===== config.mk =====
export PLATFORM = sky130hd
export DESIGN_NAME = sr_flag_arbiter
export DESIGN_NICKNAME = d
export VERILOG_FILES = /design/src/rtl/sr_flag_arbiter.sv
export SDC_FILE = /design/constraint.sdc
export NUM_CORES = 1
export LEC_CHECK = 0
export ABC_AREA = 1
export CAP_MARGIN = 30
export CORE_MARGIN = 1
export CORE_UTILIZATION = 40
export CTS_CLUSTER_DIAMETER = 200
export DETAILED_ROUTE_END_ITERATION = 10
export PLACE_DENSITY = 0.75
export SYNTH_ARGS = -nofsm -noshare
export SYNTH_HDL_FRONTEND = slang
export SYNTH_SLANG_ARGS = --single-unit

===== constraint.sdc =====
create_clock -name clk -period 4.52 [get_ports clk]
set_input_delay 1.356 -clock clk [delete_from_list [all_inputs] [get_ports clk]]
set_output_delay 1.356 -clock clk [all_outputs]
set_load 0.1 [all_outputs]

===== src/rtl/sr_flag_arbiter.sv =====
// Round-robin arbiter granting one set/clear/toggle command per clock
// into a shared bank of SR-style flag flip-flops.
module sr_flag_arbiter #(
    parameter int N_REQ   = 4,
    parameter int N_FLAGS = 8,
    parameter int IDXW    = 3,
    parameter int CNTW    = 8,
    localparam int IDW    = (N_REQ > 1) ? $clog2(N_REQ) : 1
) (
    input  logic                  clk,
    input  logic                  rst,
    input  logic [N_REQ-1:0]      req,
    input  logic [N_REQ-1:0]      cmd_s,
    input  logic [N_REQ-1:0]      cmd_r,
    input  logic [N_REQ*IDXW-1:0] idx,
    output logic [N_REQ-1:0]      gnt,
    output logic                  gnt_valid,
    output logic [IDW-1:0]        gnt_id,
    output logic [N_FLAGS-1:0]    q,
    output logic [CNTW-1:0]       op_cnt
);

    logic [N_REQ-1:0]   gnt_r;
    logic               gnt_valid_r;
    logic [IDW-1:0]     gnt_id_r;
    logic [N_FLAGS-1:0] q_r;
    logic [CNTW-1:0]    op_cnt_r;
    logic [IDW-1:0]     ptr_r;

    logic [N_REQ-1:0]   elig_s;
    logic               found_s;
    logic [IDW-1:0]     win_s;
    logic [IDW-1:0]     cand_s;
    int unsigned        cand_int_s;
    logic [IDXW-1:0]    f_s;
    logic               set_s;
    logic               clr_s;
    logic [N_FLAGS-1:0] q_nxt_s;
    logic [N_REQ-1:0]   gnt_nxt_s;
    logic [IDW-1:0]     ptr_nxt_s;

    // Circular first-set search over eligible requesters starting at ptr.
    always_comb begin
        elig_s     = req & ~gnt_r;
        found_s    = 1'b0;
        win_s      = '0;
        cand_s     = '0;
        cand_int_s = 32'd0;
        for (int k = 0; k < N_REQ; k++) begin
            cand_int_s = (32'(ptr_r) + 32'(k)) % 32'(N_REQ);
            cand_s     = IDW'(cand_int_s);
            if (!found_s && elig_s[cand_s]) begin
                found_s = 1'b1;
                win_s   = cand_s;
            end else begin
                found_s = found_s;
            end
        end
    end

    // Winner's command decode, flag-bank next state, grant and pointer update.
    always_comb begin
        f_s       = idx[int'(win_s)*IDXW +: IDXW];
        set_s     = cmd_s[win_s];
        clr_s     = cmd_r[win_s];
        q_nxt_s   = q_r;
        gnt_nxt_s = '0;
        ptr_nxt_s = ptr_r;
        if (found_s && (32'(f_s) < 32'(N_FLAGS))) begin
            // s=r=1 toggles rather than leaving the SR state undefined
            case ({set_s, clr_s})
                2'b10:   q_nxt_s[f_s] = 1'b1;
                2'b01:   q_nxt_s[f_s] = 1'b0;
                2'b11:   q_nxt_s[f_s] = ~q_r[f_s];
                default: q_nxt_s = q_r;
            endcase
        end else begin
            q_nxt_s = q_r;
        end
        if (found_s) begin
            gnt_nxt_s[win_s] = 1'b1;
            ptr_nxt_s = (win_s == IDW'(N_REQ - 1)) ? '0 : win_s + IDW'(1);
        end else begin
            ptr_nxt_s = ptr_r;
        end
    end

    // State registers; async reset drops any grant pending in that cycle.
    always_ff @(posedge clk or posedge rst) begin
        if (rst) begin
            gnt_r       <= '0;
            gnt_valid_r <= 1'b0;
            gnt_id_r    <= '0;
            q_r         <= '0;
            op_cnt_r    <= '0;
            ptr_r       <= '0;
        end else begin
            gnt_r       <= gnt_nxt_s;
            gnt_valid_r <= found_s;
            gnt_id_r    <= found_s ? win_s : '0;
            q_r         <= q_nxt_s;
            op_cnt_r    <= found_s ? op_cnt_r + CNTW'(1) : op_cnt_r;
            ptr_r       <= ptr_nxt_s;
        end
    end

    assign gnt       = gnt_r;
    assign gnt_valid = gnt_valid_r;
    assign gnt_id    = gnt_id_r;
    assign q         = q_r;
    assign op_cnt    = op_cnt_r;

endmodule


==> results.txt <==
- The flow ran to the end, and the final reports show no timing, DRC or antenna violations.
- The routed design uses roughly 2100 µm of met2 wire.
- In this run the worst hold path is classified as flip-flop to flip-flop.
* Number of instances on the worst hold path: 1
* Synthesized instance count: 278
- Mean instance size in the synthesized netlist: roughly 7 µm²
* Endpoint kind of the worst setup timing path: flip-flop
* Share of cells above drive strength 1: 0.122
- For the worst flop-to-flop path, the logic depth is 15.
- HPWL Detailed: around 3600 µm
- Total global-route track usage: 0.198
* Area occupied by registers: about 630 µm²
- The startpoint identified for the worst hold timing path is op_cnt[7].
- The endpoint identified for the worst register-to-register timing path is q[0].
- For the pin with the worst max-slew slack, the measured transition is ~0.97 ns.
* Worst Hold Margin: between 0.4 and 0.5 ns
- Library cell occupying the most area in the post-synthesis netlist: sky130_fd_sc_hd__dfrtp_1
- The number of different library cells used by synthesis comes to 30.
- Clock root buffer master: sky130_fd_sc_hd__clkbuf_8
* Post-Route WL: about 4700 µm
- Commonest non-fill, non-tap cell in the layout: sky130_fd_sc_hd__nand2_1
- The number of antenna violations at the first check in global routing came to 0.
- Post-CTS Setup Repair Bufs: 0
* Fmax: 271 MHz
* Worst max-slew margin expressed relative to the limit: 0.348
- Number of global-route vias before repair: approximately 1,900
* Critical path type: primary input to flip-flop
* Top cell type's share of synthesized area: 0.318
- Arrival time of the worst setup path: slightly below 4 ns
- Routability-driven placement finished with a final weighted congestion of just under 0.9.
- Maximum number of pins on one net before global-route repair: 20
* TNS Setup: 0 ns
* Top routing layer in use: met4
* Share of the clock period used by the worst path after layout: 0.815
* Max Slew Vio Count: 0
* Count of TritonRoute iterations in the first routing pass: 4
- Final count of negative-setup-slack endpoints: 0
- The die covers 5200 µm².
- Summed over all nets, wire length on met3 after detailed routing comes to roughly 280 µm.
- Number of buffers added on ports: 48
- Clock latency on the worst-skew pair, taken at its later pin, is roughly 0.28 ns.
* Maximum net fanout on the critical path: 19
- Detailed-route via count: slightly below 2,000
- Count of final hold-check violations: 0
- Synth-to-Final Area Change: 31.0%
- Setup repair after global routing left no endpoint under its margin.
* Area of the core: 4720 µm²
- Mapped cell area: between 1500 and 2000 µm²
- Proportion of synthesized chip area in sequential cells: 0.318
* Count of standard-cell rows: 25
* Startpoint class of the critical path: primary input
* Ports placed on the boundary: 49
- After detailed routing, the average wire length per cell comes to 11.8 µm.
* N_diodes: 0
* Critical register-to-register path startpoint: ptr_r[0]
- The detail route stage leaves a number of antenna-violating nets equal to 0.
* Post-place setup slack: 0.503 ns
- Data on the critical path is required at its endpoint by about 4.7 ns.
- In the routed layout, each cell is associated on average with a via count of ~5.0.
- The die is ~72 µm wide.
* Hold Crit Endpoint: op_cnt[7]
- The library cells used most frequently in the layout, excluding fill and tap cells, are 83 x sky130_fd_sc_hd__nand2_1, 48 x sky130_fd_sc_hd__clkdlybuf4s50_1, 45 x sky130_fd_sc_hd__nand3_1.
- Post-layout worst setup margin: between 0.8 and 0.9 ns
- In the routed design, unresolved DRC markers number 0.
- Net count of the mapped netlist: around 300
- Sorting the synthesized cells by area gives the leading types as sky130_fd_sc_hd__dfrtp_1 32%, sky130_fd_sc_hd__nand2_1 16%, sky130_fd_sc_hd__nand3_1 11%.
- Filler Cells Inserted: approximately 460
- Remaining global-route overflow: 0
- In this run the number of H-tree levels came out at 1.
- Vertical die dimension: a little over 70 µm
- Yosys warns: 0
- In the final layout, the multi-input gates occupy between 1000 and 1500 µm².
* Initial Utilization: 0.416
- TritonCTS built the clock tree.
* Max Buffers Root-to-Sink: 2
- Max-cap viol count: 0
- The first global-routing pass estimated between 8000 and 9000 µm of wire.
* Post-CTS sizing: 0
- The most critical setup path has its startpoint at req[1].
- Hold repair after CTS inserted 0 buffers.
* Iteration-0 DRC count of the detailed router: approximately 100
- For this run, the post-layout net count is about 360.
* Clock skew after layout: ~0.0015 ns
- Num CTS Buffers: 3
- Synthesis inferred 25 register bits.
- The clock drives 25 sinks.
* DRT met1 WL: between 2000 and 2500 µm
- Clock-pin slew was measured on the worst setup and hold paths at around 0.10 ns.
* Period minus WS final: between 3 and 4 ns
- The setup check on the worst reg-to-reg path leaves a slack of around 1.7 ns.
cell type report:
cell class / instances / share of cell area
multi-input cells: 217 / 0.459
flip-flops and latches: 25 / 0.243
repair buffers: 49 / 0.197
inverters: 32 / 0.0486
well taps: 67 / 0.0326
clock buffers: 3 / 0.0160
clock inverters: 1 / 0.00340
registers in the layout (all words and copies together), names as in the netlist:
| register | count |
|---|---|
| gnt | 4 |
| gnt_id | 2 |
| gnt_valid | 1 |
| op_cnt | 8 |
| ptr_r | 2 |
| q | 8 |
kinds of logic after synthesis:
kind of cell | synth area share
buffers and inverters | 0.0802
XOR/XNOR | 0.0267
flip-flops | 0.318
AND/OR/NAND/NOR | 0.498
adder cells (fa/ha/maj) | 0.0318
AO/OA/AOI/OAI | 0.0452
worst max-delay path by stage:
stage / cells after the start / slack (ns) / end
finish: 13 / 0.84 / q[0]
global route: 13 / 0.53 / q[0]
CTS: 13 / 0.80 / q[0]
detailed placement: 13 / 0.50 / q[0]
global placement: 13 / 0.61 / q[0]
floorplan: 17 / 1.43 / q[6]
stage by stage:
| step | instances | util | area [µm²] |
|---|---|---|---|
| 3_5_place_dp | 390 | 0.535 | 2520 |
| 4_1_cts | 394 | 0.545 | 2570 |
| 6_report | 394 | 0.545 | 2570 |
| 5_1_grt | 394 | 0.545 | 2570 |
| 3_3_place_gp | 389 | 0.529 | 2500 |
| 2_1_floorplan | 278 | - | 1970 |
critical path, cell delays in order:
cell,delay [ns]
sky130_fd_sc_hd__clkdlybuf4s50_1,0.48
sky130_fd_sc_hd__nand3_1,0.13
sky130_fd_sc_hd__nand3_1,0.18
sky130_fd_sc_hd__nand2_4,0.10
sky130_fd_sc_hd__nand4_4,0.25
sky130_fd_sc_hd__nand3_4,0.24
sky130_fd_sc_hd__o21ai_0,0.23
sky130_fd_sc_hd__nand2_1,0.07
sky130_fd_sc_hd__nand2_1,0.10
sky130_fd_sc_hd__inv_2,0.06
sky130_fd_sc_hd__a21oi_2,0.42
sky130_fd_sc_hd__a31oi_1,0.14
sky130_fd_sc_hd__a21oi_1,0.13
Yosys cell counts:
cell / n
sky130_fd_sc_hd__nand3_4: 2
sky130_fd_sc_hd__nor3_2: 1
sky130_fd_sc_hd__nand4_1: 13
sky130_fd_sc_hd__nand3_2: 5
sky130_fd_sc_hd__nand2_4: 5
sky130_fd_sc_hd__nand4_4: 1
sky130_fd_sc_hd__a31oi_1: 1
sky130_fd_sc_hd__nand2_2: 11
sky130_fd_sc_hd__clkinv_1: 2
sky130_fd_sc_hd__buf_2: 2
sky130_fd_sc_hd__nand2_1: 83
sky130_fd_sc_hd__ha_1: 5
sky130_fd_sc_hd__xnor2_1: 3
sky130_fd_sc_hd__nand3_1: 45
sky130_fd_sc_hd__o21ai_1: 3
sky130_fd_sc_hd__o21ai_2: 1
sky130_fd_sc_hd__nor3_1: 2
sky130_fd_sc_hd__dfrtp_1: 25
sky130_fd_sc_hd__inv_6: 1
sky130_fd_sc_hd__a21oi_2: 1
sky130_fd_sc_hd__nor2_1: 16
sky130_fd_sc_hd__nor2_2: 3
sky130_fd_sc_hd__a21oi_1: 3
sky130_fd_sc_hd__xor2_1: 3
sky130_fd_sc_hd__nand3b_1: 1
sky130_fd_sc_hd__inv_2: 2
sky130_fd_sc_hd__buf_6: 2
sky130_fd_sc_hd__inv_1: 27
sky130_fd_sc_hd__o21ai_0: 7
sky130_fd_sc_hd__nor2_4: 2
routing by layer:
| layer | track usage | vias to the layer above |
|---|---|---|
| met5 | 0 | - |
| met4 | 0.0806 | 0 |
| met3 | 0.0333 | 7 |
| met2 | 0.317 | 60 |
| met1 | 0.266 | 880 |
| li1 | - | 1009 |
Power is left out: the tool's default activity adds up to more than one toggle a clock period on the data nets, which glitch-free logic cannot reach.
